File: config.mk
export PLATFORM = sky130hd
export DESIGN_NAME = tile_seq_ctrl_flat
export DESIGN_NICKNAME = d
export VERILOG_FILES = /design/src/rtl/tile_seq_ctrl_if.sv /design/src/rtl/tile_seq_ctrl.sv /design/src/flat_wrapper.sv
export SDC_FILE = /design/constraint.sdc
export NUM_CORES = 1
export LEC_CHECK = 0
export ABC_CLOCK_PERIOD_IN_PS = 12000
export BUFFER_PORTS_ARGS = -buffer_cell sky130_fd_sc_hd__buf_4
export CELL_PAD_IN_SITES_DETAIL_PLACEMENT = 0
export CELL_PAD_IN_SITES_GLOBAL_PLACEMENT = 1
export CORE_MARGIN = 2
export CORE_UTILIZATION = 46
export DETAILED_ROUTE_END_ITERATION = 7
export GPL_TIMING_DRIVEN = 0
export MAX_ROUTING_LAYER = met4
export PLACE_DENSITY = 0.9
export SETUP_SLACK_MARGIN = 0.05
export SLEW_MARGIN = 25
export SYNTH_ARGS = -nofsm -noshare
export SYNTH_HDL_FRONTEND = slang
export SYNTH_SLANG_ARGS = --single-unit
File: constraint.sdc
create_clock -name clk -period 12 [get_ports clk]
set_input_delay 2.4 -clock clk [delete_from_list [all_inputs] [get_ports clk]]
set_output_delay 2.4 -clock clk [all_outputs]
set_load 0.005 [all_outputs]
File: src/rtl/tile_seq_ctrl_if.sv
// Command, buffer and array handshake bundle for tile_seq_ctrl.
// master = the sequencer, slave = command source, buffers and array.
interface tile_seq_ctrl_if #(
    parameter int ADDR_W = 32,
    parameter int DIM_W  = 10
);
    logic              cmd_valid;
    logic              cmd_ready;
    logic [ADDR_W-1:0] cmd_act_addr;
    logic [ADDR_W-1:0] cmd_wei_addr;
    logic [ADDR_W-1:0] cmd_out_addr;
    logic [DIM_W-1:0]  cmd_m;
    logic [DIM_W-1:0]  cmd_k;
    logic [DIM_W-1:0]  cmd_n;

    logic              uni_ready;
    logic              uni_busy;
    logic              uni_load;
    logic              uni_type;
    logic [ADDR_W-1:0] uni_init_addr;
    logic [DIM_W-1:0]  uni_row;
    logic [DIM_W-1:0]  uni_col;
    logic [DIM_W-1:0]  uni_stride;

    logic              wei_ready;
    logic              wei_busy;
    logic              wei_load;
    logic [ADDR_W-1:0] wei_init_addr;
    logic [DIM_W-1:0]  wei_row;
    logic [DIM_W-1:0]  wei_col;
    logic [DIM_W-1:0]  wei_stride;
    logic              wei_bank;

    logic              arr_start;
    logic              arr_acc;
    logic              arr_done;
    logic              done;
    logic              err;

    modport master (
        input  cmd_valid, cmd_act_addr, cmd_wei_addr, cmd_out_addr, cmd_m, cmd_k, cmd_n,
        input  uni_ready, uni_busy, wei_ready, wei_busy, arr_done,
        output cmd_ready, uni_load, uni_type, uni_init_addr, uni_row, uni_col, uni_stride,
        output wei_load, wei_init_addr, wei_row, wei_col, wei_stride, wei_bank,
        output arr_start, arr_acc, done, err
    );

    modport slave (
        output cmd_valid, cmd_act_addr, cmd_wei_addr, cmd_out_addr, cmd_m, cmd_k, cmd_n,
        output uni_ready, uni_busy, wei_ready, wei_busy, arr_done,
        input  cmd_ready, uni_load, uni_type, uni_init_addr, uni_row, uni_col, uni_stride,
        input  wei_load, wei_init_addr, wei_row, wei_col, wei_stride, wei_bank,
        input  arr_start, arr_acc, done, err
    );
endinterface

File: src/rtl/tile_seq_ctrl.sv
// Tiles one matmul command C[MxN] = A[MxK] * W[KxN] onto an ARRAY_DIM x ARRAY_DIM array.
// Define TILE_SEQ_DOUBLE_BUF_EN to prefetch the next weight tile into the other bank.
module tile_seq_ctrl #(
    parameter int ADDR_W    = 32,
    parameter int DIM_W     = 10,
    parameter int ARRAY_DIM = 8
) (
    input logic             clk,
    input logic             reset,
    tile_seq_ctrl_if.master bus
);
    typedef enum logic [3:0] {
        ST_IDLE, ST_W_ISSUE, ST_W_WAIT, ST_A_ISSUE, ST_A_WAIT,
        ST_COMP, ST_C_WAIT, ST_S_ISSUE, ST_S_WAIT, ST_DONE
    } state_t;

    localparam logic [DIM_W-1:0] AD = DIM_W'(ARRAY_DIM);

    state_t            state_q;
    logic [ADDR_W-1:0] act_base_q, wei_base_q, out_base_q;
    logic [DIM_W-1:0]  m_q, k_q, n_q;
    logic [DIM_W-1:0]  k_off_q, n_off_q;
    logic [1:0]        wait_cnt_q;

    logic              cmd_ready_q, done_q, err_q;
    logic              uni_load_q, uni_type_q;
    logic [ADDR_W-1:0] uni_init_addr_q;
    logic [DIM_W-1:0]  uni_row_q, uni_col_q, uni_stride_q;
    logic              wei_load_q, wei_bank_q;
    logic [ADDR_W-1:0] wei_init_addr_q;
    logic [DIM_W-1:0]  wei_row_q, wei_col_q, wei_stride_q;
    logic              arr_start_q, arr_acc_q;

    logic [DIM_W-1:0]  k_rem_s, n_rem_s;
    logic              k_last_s, n_last_s, wait_ok_w_s, wait_ok_u_s, w_go_s;

    function automatic logic [DIM_W-1:0] tile_len(input logic [DIM_W-1:0] total,
                                                   input logic [DIM_W-1:0] off);
        logic [DIM_W-1:0] rem;
        rem = total - off;
        return (rem > AD) ? AD : rem;
    endfunction

    function automatic logic [ADDR_W-1:0] wei_addr(input logic [ADDR_W-1:0] base,
                                                   input logic [DIM_W-1:0]  k_off,
                                                   input logic [DIM_W-1:0]  n_dim,
                                                   input logic [DIM_W-1:0]  n_off);
        return base + ADDR_W'(k_off) * ADDR_W'(n_dim) + ADDR_W'(n_off);
    endfunction

    // Offsets track kt*AD / nt*AD directly, so the last tile is where the remainder fits.
    assign k_rem_s     = k_q - k_off_q;
    assign n_rem_s     = n_q - n_off_q;
    assign k_last_s    = (k_rem_s <= AD);
    assign n_last_s    = (n_rem_s <= AD);
    assign wait_ok_w_s = (wait_cnt_q == 2'd2) && bus.wei_ready && !bus.wei_busy;
    assign wait_ok_u_s = (wait_cnt_q == 2'd2) && bus.uni_ready && !bus.uni_busy;

`ifdef TILE_SEQ_DOUBLE_BUF_EN
    typedef enum logic [1:0] {PF_IDLE, PF_WAIT, PF_DONE} pf_t;
    pf_t              pf_q;
    logic [1:0]       pf_cnt_q;
    logic             first_q;
    logic [DIM_W-1:0] nk_off_s, nn_off_s;

    assign nk_off_s = k_last_s ? {DIM_W{1'b0}} : (k_off_q + AD);
    assign nn_off_s = k_last_s ? (n_off_q + AD) : n_off_q;
    assign w_go_s   = (pf_q == PF_IDLE) && bus.wei_ready && !bus.wei_busy;
`else
    assign w_go_s   = bus.wei_ready && !bus.wei_busy;
`endif

    assign bus.cmd_ready     = cmd_ready_q;
    assign bus.done          = done_q;
    assign bus.err           = err_q;
    assign bus.uni_load      = uni_load_q;
    assign bus.uni_type      = uni_type_q;
    assign bus.uni_init_addr = uni_init_addr_q;
    assign bus.uni_row       = uni_row_q;
    assign bus.uni_col       = uni_col_q;
    assign bus.uni_stride    = uni_stride_q;
    assign bus.wei_load      = wei_load_q;
    assign bus.wei_init_addr = wei_init_addr_q;
    assign bus.wei_row       = wei_row_q;
    assign bus.wei_col       = wei_col_q;
    assign bus.wei_stride    = wei_stride_q;
    assign bus.wei_bank      = wei_bank_q;
    assign bus.arr_start     = arr_start_q;
    assign bus.arr_acc       = arr_acc_q;

    // Tile sequencing FSM with all outputs registered.
    always_ff @(posedge clk) begin
        if (reset) begin
            state_q         <= ST_IDLE;
            act_base_q      <= {ADDR_W{1'b0}};
            wei_base_q      <= {ADDR_W{1'b0}};
            out_base_q      <= {ADDR_W{1'b0}};
            m_q             <= {DIM_W{1'b0}};
            k_q             <= {DIM_W{1'b0}};
            n_q             <= {DIM_W{1'b0}};
            k_off_q         <= {DIM_W{1'b0}};
            n_off_q         <= {DIM_W{1'b0}};
            wait_cnt_q      <= 2'd0;
            cmd_ready_q     <= 1'b1;
            done_q          <= 1'b0;
            err_q           <= 1'b0;
            uni_load_q      <= 1'b0;
            uni_type_q      <= 1'b0;
            uni_init_addr_q <= {ADDR_W{1'b0}};
            uni_row_q       <= {DIM_W{1'b0}};
            uni_col_q       <= {DIM_W{1'b0}};
            uni_stride_q    <= {DIM_W{1'b0}};
            wei_load_q      <= 1'b0;
            wei_bank_q      <= 1'b0;
            wei_init_addr_q <= {ADDR_W{1'b0}};
            wei_row_q       <= {DIM_W{1'b0}};
            wei_col_q       <= {DIM_W{1'b0}};
            wei_stride_q    <= {DIM_W{1'b0}};
            arr_start_q     <= 1'b0;
            arr_acc_q       <= 1'b0;
`ifdef TILE_SEQ_DOUBLE_BUF_EN
            pf_q            <= PF_IDLE;
            pf_cnt_q        <= 2'd0;
            first_q         <= 1'b1;
`endif
        end else begin
            wei_load_q  <= 1'b0;
            uni_load_q  <= 1'b0;
            arr_start_q <= 1'b0;
            done_q      <= 1'b0;
            err_q       <= 1'b0;
            // Saturating count of cycles since the last load pulse.
            if (wait_cnt_q != 2'd2) begin
                wait_cnt_q <= wait_cnt_q + 2'd1;
            end
`ifdef TILE_SEQ_DOUBLE_BUF_EN
            if (pf_cnt_q != 2'd2) begin
                pf_cnt_q <= pf_cnt_q + 2'd1;
            end
            if ((pf_q == PF_WAIT) && (pf_cnt_q == 2'd2) && bus.wei_ready && !bus.wei_busy) begin
                pf_q <= PF_DONE;
            end
`endif
            case (state_q)
                ST_IDLE: begin
                    if (bus.cmd_valid && cmd_ready_q) begin
                        act_base_q <= bus.cmd_act_addr;
                        wei_base_q <= bus.cmd_wei_addr;
                        out_base_q <= bus.cmd_out_addr;
                        m_q        <= bus.cmd_m;
                        k_q        <= bus.cmd_k;
                        n_q        <= bus.cmd_n;
                        k_off_q    <= {DIM_W{1'b0}};
                        n_off_q    <= {DIM_W{1'b0}};
`ifdef TILE_SEQ_DOUBLE_BUF_EN
                        first_q    <= 1'b1;
`endif
                        if ((bus.cmd_m == {DIM_W{1'b0}}) || (bus.cmd_k == {DIM_W{1'b0}}) ||
                            (bus.cmd_n == {DIM_W{1'b0}})) begin
                            err_q <= 1'b1;
                        end else begin
                            cmd_ready_q <= 1'b0;
                            state_q     <= ST_W_ISSUE;
                        end
                    end
                end
                ST_W_ISSUE: begin
`ifdef TILE_SEQ_DOUBLE_BUF_EN
                    if (pf_q == PF_DONE) begin
                        pf_q    <= PF_IDLE;
                        state_q <= ST_A_ISSUE;
                    end else
`endif
                    if (w_go_s) begin
                        wei_load_q      <= 1'b1;
                        wei_init_addr_q <= wei_addr(wei_base_q, k_off_q, n_q, n_off_q);
                        wei_row_q       <= tile_len(k_q, k_off_q);
                        wei_col_q       <= tile_len(n_q, n_off_q);
                        wei_stride_q    <= n_q;
                        wait_cnt_q      <= 2'd0;
                        state_q         <= ST_W_WAIT;
                    end
                end
                ST_W_WAIT: begin
                    if (wait_ok_w_s) begin
                        state_q <= ST_A_ISSUE;
                    end
                end
                ST_A_ISSUE: begin
                    if (bus.uni_ready && !bus.uni_busy) begin
                        uni_load_q      <= 1'b1;
                        uni_type_q      <= 1'b0;
                        uni_init_addr_q <= act_base_q + ADDR_W'(k_off_q);
                        uni_row_q       <= m_q;
                        uni_col_q       <= tile_len(k_q, k_off_q);
                        uni_stride_q    <= k_q;
                        wait_cnt_q      <= 2'd0;
                        state_q         <= ST_A_WAIT;
                    end
                end
                ST_A_WAIT: begin
                    if (wait_ok_u_s) begin
                        state_q <= ST_COMP;
                    end
                end
                ST_COMP: begin
                    arr_start_q <= 1'b1;
                    arr_acc_q   <= (k_off_q != {DIM_W{1'b0}});
`ifdef TILE_SEQ_DOUBLE_BUF_EN
                    if (!first_q) begin
                        wei_bank_q <= ~wei_bank_q;
                    end
                    first_q <= 1'b0;
`endif
                    state_q <= ST_C_WAIT;
                end
                ST_C_WAIT: begin
`ifdef TILE_SEQ_DOUBLE_BUF_EN
                    // Next tile's weights go into the idle bank while the array computes.
                    if ((pf_q == PF_IDLE) && !(k_last_s && n_last_s) &&
                        bus.wei_ready && !bus.wei_busy) begin
                        wei_load_q      <= 1'b1;
                        wei_init_addr_q <= wei_addr(wei_base_q, nk_off_s, n_q, nn_off_s);
                        wei_row_q       <= tile_len(k_q, nk_off_s);
                        wei_col_q       <= tile_len(n_q, nn_off_s);
                        wei_stride_q    <= n_q;
                        pf_q            <= PF_WAIT;
                        pf_cnt_q        <= 2'd0;
                    end
`endif
                    if (bus.arr_done) begin
                        if (k_last_s) begin
                            state_q <= ST_S_ISSUE;
                        end else begin
                            k_off_q <= k_off_q + AD;
                            state_q <= ST_W_ISSUE;
                        end
                    end
                end
                ST_S_ISSUE: begin
                    if (bus.uni_ready && !bus.uni_busy) begin
                        uni_load_q      <= 1'b1;
                        uni_type_q      <= 1'b1;
                        uni_init_addr_q <= out_base_q + ADDR_W'(n_off_q);
                        uni_row_q       <= m_q;
                        uni_col_q       <= tile_len(n_q, n_off_q);
                        uni_stride_q    <= n_q;
                        wait_cnt_q      <= 2'd0;
                        state_q         <= ST_S_WAIT;
                    end
                end
                ST_S_WAIT: begin
                    if (wait_ok_u_s) begin
                        if (n_last_s) begin
                            done_q  <= 1'b1;
                            state_q <= ST_DONE;
                        end else begin
                            n_off_q <= n_off_q + AD;
                            k_off_q <= {DIM_W{1'b0}};
                            state_q <= ST_W_ISSUE;
                        end
                    end
                end
                ST_DONE: begin
                    cmd_ready_q <= 1'b1;
                    state_q     <= ST_IDLE;
                end
                default: begin
                    cmd_ready_q <= 1'b1;
                    state_q     <= ST_IDLE;
                end
            endcase
        end
    end
endmodule

File: src/flat_wrapper.sv
// flat-port wrapper written by rule: the top's interface ports become plain ports
module tile_seq_ctrl_flat 
#(
    parameter int ADDR_W    = 32,
    parameter int DIM_W     = 10,
    parameter int ARRAY_DIM = 8
)
  (clk, reset, bus_cmd_valid, bus_cmd_act_addr, bus_cmd_wei_addr, bus_cmd_out_addr, bus_cmd_m, bus_cmd_k, bus_cmd_n, bus_uni_ready, bus_uni_busy, bus_wei_ready, bus_wei_busy, bus_arr_done, bus_cmd_ready, bus_uni_load, bus_uni_type, bus_uni_init_addr, bus_uni_row, bus_uni_col, bus_uni_stride, bus_wei_load, bus_wei_init_addr, bus_wei_row, bus_wei_col, bus_wei_stride, bus_wei_bank, bus_arr_start, bus_arr_acc, bus_done, bus_err);
  tile_seq_ctrl_if #(.ADDR_W(ADDR_W), .DIM_W(DIM_W)) bus_i ();
  input logic clk;
  input logic reset;
  input wire logic [$bits(bus_i.cmd_valid)-1:0] bus_cmd_valid;
  input wire logic [$bits(bus_i.cmd_act_addr)-1:0] bus_cmd_act_addr;
  input wire logic [$bits(bus_i.cmd_wei_addr)-1:0] bus_cmd_wei_addr;
  input wire logic [$bits(bus_i.cmd_out_addr)-1:0] bus_cmd_out_addr;
  input wire logic [$bits(bus_i.cmd_m)-1:0] bus_cmd_m;
  input wire logic [$bits(bus_i.cmd_k)-1:0] bus_cmd_k;
  input wire logic [$bits(bus_i.cmd_n)-1:0] bus_cmd_n;
  input wire logic [$bits(bus_i.uni_ready)-1:0] bus_uni_ready;
  input wire logic [$bits(bus_i.uni_busy)-1:0] bus_uni_busy;
  input wire logic [$bits(bus_i.wei_ready)-1:0] bus_wei_ready;
  input wire logic [$bits(bus_i.wei_busy)-1:0] bus_wei_busy;
  input wire logic [$bits(bus_i.arr_done)-1:0] bus_arr_done;
  output wire logic [$bits(bus_i.cmd_ready)-1:0] bus_cmd_ready;
  output wire logic [$bits(bus_i.uni_load)-1:0] bus_uni_load;
  output wire logic [$bits(bus_i.uni_type)-1:0] bus_uni_type;
  output wire logic [$bits(bus_i.uni_init_addr)-1:0] bus_uni_init_addr;
  output wire logic [$bits(bus_i.uni_row)-1:0] bus_uni_row;
  output wire logic [$bits(bus_i.uni_col)-1:0] bus_uni_col;
  output wire logic [$bits(bus_i.uni_stride)-1:0] bus_uni_stride;
  output wire logic [$bits(bus_i.wei_load)-1:0] bus_wei_load;
  output wire logic [$bits(bus_i.wei_init_addr)-1:0] bus_wei_init_addr;
  output wire logic [$bits(bus_i.wei_row)-1:0] bus_wei_row;
  output wire logic [$bits(bus_i.wei_col)-1:0] bus_wei_col;
  output wire logic [$bits(bus_i.wei_stride)-1:0] bus_wei_stride;
  output wire logic [$bits(bus_i.wei_bank)-1:0] bus_wei_bank;
  output wire logic [$bits(bus_i.arr_start)-1:0] bus_arr_start;
  output wire logic [$bits(bus_i.arr_acc)-1:0] bus_arr_acc;
  output wire logic [$bits(bus_i.done)-1:0] bus_done;
  output wire logic [$bits(bus_i.err)-1:0] bus_err;
  assign bus_i.cmd_valid = bus_cmd_valid;
  assign bus_i.cmd_act_addr = bus_cmd_act_addr;
  assign bus_i.cmd_wei_addr = bus_cmd_wei_addr;
  assign bus_i.cmd_out_addr = bus_cmd_out_addr;
  assign bus_i.cmd_m = bus_cmd_m;
  assign bus_i.cmd_k = bus_cmd_k;
  assign bus_i.cmd_n = bus_cmd_n;
  assign bus_i.uni_ready = bus_uni_ready;
  assign bus_i.uni_busy = bus_uni_busy;
  assign bus_i.wei_ready = bus_wei_ready;
  assign bus_i.wei_busy = bus_wei_busy;
  assign bus_i.arr_done = bus_arr_done;
  assign bus_cmd_ready = bus_i.cmd_ready;
  assign bus_uni_load = bus_i.uni_load;
  assign bus_uni_type = bus_i.uni_type;
  assign bus_uni_init_addr = bus_i.uni_init_addr;
  assign bus_uni_row = bus_i.uni_row;
  assign bus_uni_col = bus_i.uni_col;
  assign bus_uni_stride = bus_i.uni_stride;
  assign bus_wei_load = bus_i.wei_load;
  assign bus_wei_init_addr = bus_i.wei_init_addr;
  assign bus_wei_row = bus_i.wei_row;
  assign bus_wei_col = bus_i.wei_col;
  assign bus_wei_stride = bus_i.wei_stride;
  assign bus_wei_bank = bus_i.wei_bank;
  assign bus_arr_start = bus_i.arr_start;
  assign bus_arr_acc = bus_i.arr_acc;
  assign bus_done = bus_i.done;
  assign bus_err = bus_i.err;
  tile_seq_ctrl #(.ADDR_W(ADDR_W), .DIM_W(DIM_W), .ARRAY_DIM(ARRAY_DIM)) u_core (.clk(clk), .reset(reset), .bus(bus_i));
endmodule
== Word level (Yosys, flattened, before mapping) ==
Cells that the tools add are included.

* Flip-flop bits (word level): 284
* Output and inout bits: 133
* Logic and storage cells: 148

* Reductions and logical operators: 33
* $add $sub $neg: 9
* Mux-type cells: 47
* Multiply operators: 1
* Magnitude comparators: 4
* Eq/ne operators: 21
* Bitwise operators: 7

{| class="wikitable"
|+ Operators by type and width
! kind !! count
|-
| 10-bit two-way mux || 13
|-
| 32-bit by 10-bit adder with 32-bit output || 3
|-
| 32-bit two-way mux || 2
|-
| 32-bit one-hot mux with 2 select lines || 1
|-
| 10-bit one-hot mux with 2 select lines || 3
|-
| 4-bit two-way mux || 10
|-
| 4-bit one-hot mux with 9 select lines || 1
|-
| 32-bit by 20-bit adder with 32-bit output || 1
|-
| 10-bit zero test || 3
|-
| 10-bit one-hot mux with 3 select lines || 1
|-
| 10-bit by 4-bit adder with 10-bit output, second input constant || 2
|-
| 10-bit by 4-bit > comparator with 1-bit output, second input constant || 2
|-
| 10-bit by 4-bit less-or-equal comparator with 1-bit output, second input constant || 2
|-
| 10-bit by 10-bit multiplier with 20-bit output || 1
|-
| 10-bit subtractor || 2
|-
| 4-bit by 3-bit equality test with 1-bit output, second input constant || 4
|-
| 2-bit by 1-bit != test with 1-bit output, second input constant || 7
|-
| 2-bit != test, second input constant || 5
|-
| 10-bit nonzero test || 1
|-
| 1-bit two-way mux || 9
|-
| 9-bit AND reduction || 1
|-
| 4-bit by 2-bit equality test with 1-bit output, second input constant || 2
|-
| 8-bit OR reduction || 1
|-
| 1-bit logical AND || 7
|-
| 20 further kinds || 38
|}

== Depth between registers and ports, before layout ==
Gate-level depths: netlist (run 1).

* Depth after elaboration: 6
* Depth in mapped cells: 21
* Gate-level depth less buffers: 19

== Least setup slack after synthesis (run 1) ==
OpenSTA, ideal clock, no wires.

* Path kind: register to register
* From: register u_core.k_off_q[3]
* To: register u_core.wei_init_addr_q[26], in the netlist u_core.bus.wei_init_addr[26]
* Cell stages (with the launch flop): 20
* Setup time: 0.091 ns
* Arrival time: 5.464 ns
* Buffers on the path: 2
* Setup slack: 6.445 ns
* Path through: dfxtp_1 > clkbuf_1 > and2_1 > fa_1 > fa_1 > fa_1 > fa_1 > inv_1 > fa_1 > inv_1 > ha_1 > clkbuf_1 > a21o_1 > a21o_1 > a21oi_1 > o31ai_2 > a221o_1 > a41oi_2 > o21ai_0 > a311oi_1

* Cells in the longest elaborated chain, start to end: 3

{| class="wikitable"
|+ Ends and longest elaborated chain
! element !! RTL line !! text
|-
| start, declared || tile_seq_ctrl.sv:22 || <nowiki>logic [DIM_W-1:0] k_off_q, n_off_q;</nowiki>
|-
| start signal, assigned || tile_seq_ctrl.sv:101 || <nowiki>k_off_q <= {DIM_W{1'b0}};</nowiki>
|-
| start signal, assigned || tile_seq_ctrl.sv:153 || <nowiki>k_off_q <= {DIM_W{1'b0}};</nowiki>
|-
| start signal, assigned || tile_seq_ctrl.sv:235 || <nowiki>k_off_q <= k_off_q + AD;</nowiki>
|-
| 10-bit by 10-bit multiplier with 20-bit output || tile_seq_ctrl.sv:48 || <nowiki>return base + ADDR_W'(k_off) * ADDR_W'(n_dim) + ADDR_W'(n_off);</nowiki>
|-
| 32-bit by 20-bit adder with 32-bit output || tile_seq_ctrl.sv:48 ||
|-
| 32-bit by 10-bit adder with 32-bit output || tile_seq_ctrl.sv:48 ||
|-
| end signal, assigned || tile_seq_ctrl.sv:115 || <nowiki>wei_init_addr_q <= {ADDR_W{1'b0}};</nowiki>
|-
| end signal, assigned || tile_seq_ctrl.sv:176 || <nowiki>wei_init_addr_q <= wei_addr(wei_base_q, k_off_q, n_q, n_off_q);</nowiki>
|-
| end, declared || tile_seq_ctrl.sv:30 || <nowiki>logic [ADDR_W-1:0] wei_init_addr_q;</nowiki>
|}

No other way between the ends.
A chain may end at the register's enable or synchronous reset.

== Worst setup path in the final report (run 1) ==
* From: register u_core.n_q[7]
* To: register u_core.wei_init_addr_q[29], in the netlist u_core.bus.wei_init_addr[29]

* Cells in the longest elaborated chain, start to end: 3

{| class="wikitable"
|+ Ends and longest elaborated chain
! element !! RTL line !! text
|-
| start, declared || tile_seq_ctrl.sv:21 || <nowiki>logic [DIM_W-1:0] m_q, k_q, n_q;</nowiki>
|-
| start signal, assigned || tile_seq_ctrl.sv:100 || <nowiki>n_q <= {DIM_W{1'b0}};</nowiki>
|-
| start signal, assigned || tile_seq_ctrl.sv:152 || <nowiki>n_q <= bus.cmd_n;</nowiki>
|-
| 10-bit by 10-bit multiplier with 20-bit output || tile_seq_ctrl.sv:48 ||
|-
| 32-bit by 20-bit adder with 32-bit output || tile_seq_ctrl.sv:48 ||
|-
| 32-bit by 10-bit adder with 32-bit output || tile_seq_ctrl.sv:48 ||
|}

No other way between the ends.

==> flow_metrics.env, run 1 <==
export IMPL_status="completed"
export IMPL_async_reset_ff_share_pct=0
export IMPL_crit_chain="clkbuf_1, and2_1, fa_1, fa_1, fa_1, fa_1, inv_1, fa_1, inv_1, ha_1, clkbuf_1, a21oi_1, and3b_1, o21a_1, a311oi_1, a21oi_1, o21ai_0, xor2_1, a211oi_1"
export IMPL_maxSlewViolCount=0
export IMPL_gp_congestion=0.937
export IMPL_rsz0062_at_grt="false"
export IMPL_crit_fanout=10
export IMPL_grt_pass1_vias=14600
export IMPL_p_sw_share_pct=37.4
export IMPL_synth_common_cells="439 x nand2_1, 278 x dfxtp_1, 231 x a21oi_1"
export IMPL_placed_area_sq_mm=0.0189
export IMPL_synth_edf_count=0
export IMPL_grt_overflow_total=0
export IMPL_synth_area_per_cell_sq_um=8.07
export IMPL_grt_pass1_wl_um=81200
export IMPL_required_ns=12.43
export IMPL_portBuffers=264
export IMPL_crit_arrival_ns=6.86
export IMPL_leakage_nw=8.57
export IMPL_period_needed_ns=6.44
export IMPL_path_class="reg2reg"
export IMPL_cp_common_cell="fa_1"
export IMPL_clkLatencyLatePin_ns=0.60
export IMPL_numCtsBuffers=31
export IMPL_drv_cap=0
export IMPL_area_delta_synth_final_pct=22.6
export IMPL_path_buf_inv=4
export IMPL_intPower_mw=1.97
export IMPL_end_kind="flop"
export IMPL_fin_tns_setup_ns=0
export IMPL_ys_warn_count=0
export IMPL_p_seq_share_pct=35.6
export IMPL_crit_path_max_incr_delay_ns=0.58
export IMPL_worst_pin_slew_ns=1.08
export IMPL_synth_top_area_share_pct=34.2
export IMPL_grt_start_max_net_pins=17
export IMPL_cts_repair_resized=0
export IMPL_p_sw_mw=1.18
export IMPL_hold_viol=0
export IMPL_htree_levels=1
export IMPL_wire_per_inst_um=19.2
export IMPL_core_sq_mm=0.0347
export IMPL_synth_cell_types=73
export IMPL_syn_inst=2017
export IMPL_clockBufferDepth=3
export IMPL_nets=2648
export IMPL_cts_setup_buffers=0
export IMPL_drt_pass1_iter_count=6
export IMPL_setup_viol=0
export IMPL_p_clk_share_pct=30.5
export IMPL_crit_family="adder cells"
export IMPL_die_x_um=192
export IMPL_routed_wl_um=54300
export IMPL_synth_ff_type="dfxtp_1"
export IMPL_vias=15300
export IMPL_synthTopCellsByArea="dfxtp_1 34%, fa_1 10%, nand2_1 10%"
export IMPL_die_area_sq_mm=0.0369
export IMPL_synth_top_area_cell="dfxtp_1"
export IMPL_post_route_drc_count=0
export IMPL_drtIter0Drc=1166
export IMPL_avgViaCountPerCell=5.43
export IMPL_final_util_pct=57.5
export IMPL_start_util_pct=46.9
export IMPL_start_kind="flop"
export IMPL_fmax_mhz=155
export IMPL_post_place_ws_ns=5.70
export IMPL_clock_sinks=278
export IMPL_ios=267
export IMPL_relSlewSlack_pct=28.1
export IMPL_netlist_area_sq_mm=0.0163
export IMPL_final_area_sq_mm=0.0200
export IMPL_combinationalPowerShare_pct=33.9
export IMPL_clk_pin_slew_ns=0.06
export IMPL_ys_seq_area_share_pct=34.2
export IMPL_dp_hpwl_um=42700
export IMPL_setup_slack_ns=5.56
export IMPL_drtAntennaViolNets=0
export IMPL_cts_hold_buf=0
export IMPL_core_rowCount=68
export IMPL_synth_seq_cells=278
export IMPL_antenna_found_initial=4
export IMPL_hold_path_class="reg2reg"
export IMPL_clockRootBuffer="clkbuf_16"
export IMPL_die_height_um=192
export IMPL_finalCritPeriodShare_pct=53.6
export IMPL_cts_tree="yes"
export IMPL_peakVddDrop_uv=129
export IMPL_yosysMostFrequentCell="nand2_1"
export IMPL_drive_above_1_share_pct=14.5
export IMPL_skew_ns=0.0180
export IMPL_groute_usage_overall_pct=29.7
export IMPL_power_density_mw_per_mm2=158
export IMPL_slowest_stage="clkbuf_1"
## power by group through the flow
stage          Sequential [mW]  Combinational (mW)  Clock [mW]
5_1_grt                   1.13                1.19        1.01
2_1_floorplan             1.11               0.724           0
4_1_cts                   1.12                1.06       0.971
6_report                  1.12                1.07       0.962
3_3_place_gp              1.14                1.03           0
3_5_place_dp              1.14                1.05           0
## registers in the layout, indices dropped and copies added, names as in the netlist, 10 cells and up
register                  flops
u_core.act_base_q            32
u_core.bus.uni_init_addr     32
u_core.bus.wei_init_addr     32
u_core.out_base_q            32
u_core.wei_base_q            32
u_core.bus.uni_col           10
u_core.bus.uni_row           10
u_core.bus.uni_stride        10
u_core.bus.wei_col           10
u_core.bus.wei_row           10
u_core.bus.wei_stride        10
u_core.k_q                   10
u_core.m_q                   10
u_core.n_q                   10
## per-stage QoR
step	cells	hold slack (ns)	power, mW
5_1_grt	2820	0.474	3.33
4_1_cts	2817	0.454	3.15
2_1_floorplan	2045	0.432	1.84
3_5_place_dp	2764	0.445	2.19
3_3_place_gp	2764	0.439	2.17
6_report	2821	0.455	3.15
## per-layer routing
layer	wire length (um)	track usage (%)
met1	23300	38.1
met2	24800	46.6
met3	4180	5.90
met4	2050	11.1
met5	0	-
## cell type report
| cell class | instances | area (sq um) |
|---|---|---|
| fillers | 3323 | 14700 |
| multi-input cells | 1493 | 9770 |
| flip-flops and latches | 278 | 5570 |
| repair buffers | 264 | 1980 |
| clock buffers | 42 | 867 |
| inverters | 158 | 593 |
| well taps | 455 | 569 |
| plain buffers | 116 | 459 |
| clock inverters | 11 | 145 |
| diodes | 4 | 10.0 |
## layout by cell type, fill, tap and decap left out, types with 20 or more instances in the layout
cell type  instances
clkbuf_16         31
xor2_1            36
xnor2_1           41
clkbuf_1         108
fa_1              85
nor3_1            44
buf_4            265
ha_1              87
conb_1            30
o211ai_1          20
and2_1            59
nand3_1           33
o21ai_0           36
dfxtp_1          278
nor2_1           103
nand2_1          439
nand4_1           23
nor4_1            22
a21oi_1          231
inv_1            158
## worst reg2reg max path, stage by stage (launching register included)
cell and delay (ns):
dfxtp_1 0.34, clkbuf_1 0.58, and2_1 0.25, fa_1 0.45
fa_1 0.52, fa_1 0.52, fa_1 0.55, inv_1 0.05
fa_1 0.52, inv_1 0.04, ha_1 0.27, clkbuf_1 0.18
a21oi_1 0.20, and3b_1 0.21, o21a_1 0.17, a311oi_1 0.48
a21oi_1 0.34, o21ai_0 0.31, xor2_1 0.20, a211oi_1 0.09
## worst paths after layout
| path | depth (start not counted) | slack [ns] | from | end |
|---|---|---|---|---|
| worst min register to register | 2 | 0.45 | u_core.bus.uni_init_addr[16] | u_core.bus.uni_init_addr[16] |
| worst min-delay path | 2 | 0.45 | u_core.bus.uni_init_addr[16] | u_core.bus.uni_init_addr[16] |
| worst max-delay path | 19 | 5.56 | u_core.n_q[7] | u_core.bus.wei_init_addr[29] |
| worst max register to register | 19 | 5.56 | u_core.n_q[7] | u_core.bus.wei_init_addr[29] |
## logic make-up (layout without fill, tap and decap cells)
family	count (synthesis)	in the layout	share of synthesized area, %
adder cells (fa/ha/maj)	172	172	17.1
XOR/XNOR	77	77	4.14
multiplexers	11	11	0.722
other	2	34	0.0461
buffers and inverters	274	591	6.46
AO/OA/AOI/OAI	399	399	14.8
flip-flops	278	278	34.2
AND/OR/NAND/NOR	804	804	22.5
(Power assumes the default switching activity.)
==> inputs of run 2 (changes only) <==
--- a/config.mk
+++ b/config.mk
@@ -5,16 +5,16 @@
 export SDC_FILE = /design/constraint.sdc
 export NUM_CORES = 1
 export LEC_CHECK = 0
-export ABC_CLOCK_PERIOD_IN_PS = 12000
+export ABC_CLOCK_PERIOD_IN_PS = 5400
 export BUFFER_PORTS_ARGS = -buffer_cell sky130_fd_sc_hd__buf_4
 export CELL_PAD_IN_SITES_DETAIL_PLACEMENT = 0
 export CELL_PAD_IN_SITES_GLOBAL_PLACEMENT = 1
 export CORE_MARGIN = 2
-export CORE_UTILIZATION = 46
+export CORE_UTILIZATION = 38
 export DETAILED_ROUTE_END_ITERATION = 7
 export GPL_TIMING_DRIVEN = 0
 export MAX_ROUTING_LAYER = met4
-export PLACE_DENSITY = 0.9
+export PLACE_DENSITY = 0.8
 export SETUP_SLACK_MARGIN = 0.05
 export SLEW_MARGIN = 25
 export SYNTH_ARGS = -nofsm -noshare
==> constraint.sdc (replaced) <==
create_clock -name clk -period 5.4 [get_ports clk]
set_input_delay 1.08 -clock clk [delete_from_list [all_inputs] [get_ports clk]]
set_output_delay 1.08 -clock clk [all_outputs]
set_load 0.005 [all_outputs]
==> run 2 against run 1 <==
- the flow now finishes with violations (setup timing)
- sequential share of layout area shrank 1.4 points
- sequential power rose by 120%
- register-to-register slack lost 5.6 ns
- fmax increased by 18%
- global-route usage fell by 3.0 points
- combinational power rose by 150%
- sequential cell count unchanged
- core utilization fell by 7.2 points
- critical path type unchanged
- critical endpoint is now u_core.bus.wei_init_addr[30]
- highest routed layer unchanged
==> flow_metrics.env, run 2 (same netlist as run 1, synthesis figures left out) <==
export IMPL_crit_arrival_ns=5.90
export IMPL_grt_pass1_vias=15200
export IMPL_setup_viol=4
export IMPL_setup_slack_ns=-0.0504
export IMPL_worst_r2r_path_depth=20
export IMPL_worst_pin_slew_ns=1.09
export IMPL_p_sw_mw=2.78
export IMPL_dp_cells=2848
export IMPL_r2r_start="u_core.k_off_q[7]"
export IMPL_die_area_sq_mm=0.0445
export IMPL_holdPathStages=2
export IMPL_period_needed_ns=5.45
export IMPL_groute_usage_overall_pct=26.7
export IMPL_hold_viol=0
export IMPL_p_sw_share_pct=37.0
export IMPL_fill_cells=4048
export IMPL_portBuffers=264
export IMPL_status="complete, but fails checks"
export IMPL_core_sq_mm=0.0421
export IMPL_antenna_found_initial=4
export IMPL_maxSlewViolCount=0
export IMPL_vias=15700
export IMPL_final_cell_mix="430 x nand2_1, 311 x buf_4, 263 x dfxtp_1, 227 x a21oi_1, 144 x inv_1"
export IMPL_area_delta_synth_final_pct=30.1
export IMPL_hold_path_class="reg2reg"
export IMPL_cts_tree="yes"
export IMPL_final_cell_count_no_fill=2964
export IMPL_drive_above_1_share_pct=20.5
export IMPL_ff2ff_setup_slack_ns=-0.05
export IMPL_crit_fanout=7
export IMPL_cts_hold_buf=0
export IMPL_gp_congestion=0.943
export IMPL_drtAntennaViolNets=0
export IMPL_combinationalPowerShare_pct=35.1
export IMPL_p_seq_share_pct=33.3
export IMPL_die_x_um=211
export IMPL_end_kind="flop"
export IMPL_final_util_pct=50.3
export IMPL_leakage_nw=9.05
export IMPL_worstHoldStart="u_core.bus.wei_init_addr[22]"
export IMPL_clockBufferDepth=3
export IMPL_nets=2702
export IMPL_intPower_mw=4.74
export IMPL_power_density_mw_per_mm2=355
export IMPL_core_rowCount=75
export IMPL_skew_ns=0.0260
export IMPL_peakVddDrop_uv=263
export IMPL_r2r_end="u_core.bus.wei_init_addr[30]"
export IMPL_drv_cap=0
export IMPL_seq_area_sq_mm=0.00560
export IMPL_routed_wl_um=58900
export IMPL_grt_overflow_total=0
export IMPL_clock_sinks=278
export IMPL_start_util_pct=38.7
export IMPL_htree_levels=2
export IMPL_wire_per_inst_um=19.9
export IMPL_clk_pin_slew_ns=0.06
export IMPL_post_place_ws_ns=-0.833
export IMPL_required_ns=5.85
export IMPL_ios=267
export IMPL_dp_hpwl_um=44600
export IMPL_rsz0062_at_grt="true"
export IMPL_grt_start_max_net_pins=13
export IMPL_violations="setup timing"
export IMPL_post_route_drc_count=0
export IMPL_drt_pass1_iter_count=5
export IMPL_finalCritPeriodShare_pct=101
export IMPL_final_common_cell="nand2_1"
export IMPL_relSlewSlack_pct=27.5
export IMPL_fmax_mhz=183
export IMPL_start_kind="flop"
export IMPL_p_clk_share_pct=31.6
export IMPL_clkLatencyLatePin_ns=0.55
export IMPL_hold_end="u_core.bus.wei_init_addr[22]"
export IMPL_multi_input_area_sq_mm=0.0101
export IMPL_clockRootBuffer="clkbuf_16"
export IMPL_avgViaCountPerCell=5.30
export IMPL_grt_pass1_wl_um=87300
export IMPL_die_height_um=211
export IMPL_path_class="reg2reg"
export IMPL_drtIter0Drc=1074
export IMPL_numCtsBuffers=35
-- run 2: timing repair --
action                     CTS  global route
pin swaps                   49            54
buffers inserted            33            19
resized for setup           97            57
gates cloned                 3             0
setup endpoints to repair   20            12
-- run 2: how the worst max path moves through the flow --
stage	from	endpoint	slack [ns]	cells past startpoint
2_1_floorplan	u_core.k_off_q[3]	u_core.bus.wei_init_addr[26]	0.06	19
3_3_place_gp	u_core.n_q[4]	u_core.bus.wei_init_addr[29]	-0.77	19
3_5_place_dp	u_core.n_q[4]	u_core.bus.wei_init_addr[29]	-0.83	19
4_1_cts	u_core.n_q[8]	u_core.bus.wei_init_addr[28]	0.03	20
5_1_grt	u_core.k_off_q[7]	u_core.bus.wei_init_addr[30]	-0.20	20
6_report	u_core.k_off_q[7]	u_core.bus.wei_init_addr[30]	-0.05	20
-- run 2: per-layer routing --
metal  up-vias  share of wire (%)  global-route usage (%)
li1       7474                  -                       -
met1      7546                 42                    34.0
met2       581                 47                    42.3
met3       117                6.7                    4.27
met4         0                4.2                    11.1
met5         -                  0                       -
-- run 2: per-stage QoR --
stage | hold WS, ns | instance area, sq um | setup TNS [ns] | power (mW)
after CTS | 0.454 | 20900 | 0 | 7.45
after floorplan | 0.432 | 16400 | 0 | 4.09
after detailed placement | 0.445 | 19100 | -9.33 | 4.88
final | 0.450 | 21200 | -0.141 | 7.51
after global placement | 0.440 | 19100 | -8.52 | 4.84
after global routing | 0.467 | 21200 | -1.13 | 7.91
-- run 2: area by class of cell --
cell class	count	share of cell area (%)
inverters	158	2.80
flip-flops and latches	278	26.5
plain buffers	111	2.88
repair buffers	318	11.5
well taps	539	3.18
multi-input cells	1494	47.7
clock buffers	52	4.96
diodes	3	0.0354
clock inverters	11	0.532
-- run 2: power by group through the flow --
stage / Sequential (mW) / Combinational (mW) / Clock, mW
after floorplan: 2.47 / 1.62 / 0
after global placement: 2.53 / 2.31 / 0
after detailed placement: 2.53 / 2.35 / 0
after CTS: 2.49 / 2.53 / 2.42
after global routing: 2.53 / 2.90 / 2.49
final: 2.50 / 2.64 / 2.37
-- run 2: worst max-delay path, cell delays in order, from the launching register on --
cell and delay (ns):
dfxtp_4 0.35, clkbuf_16 0.15, nand2_4 0.05, fa_1 0.54
inv_2 0.05, fa_1 0.55, fa_1 0.43, fa_1 0.53
inv_2 0.04, fa_1 0.51, inv_2 0.05, ha_4 0.24
a21o_1 0.17, a21o_1 0.18, a21oi_2 0.19, o31ai_4 0.11
a221o_2 0.43, a41oi_4 0.34, buf_6 0.15, o21ai_2 0.04
a311oi_1 0.25
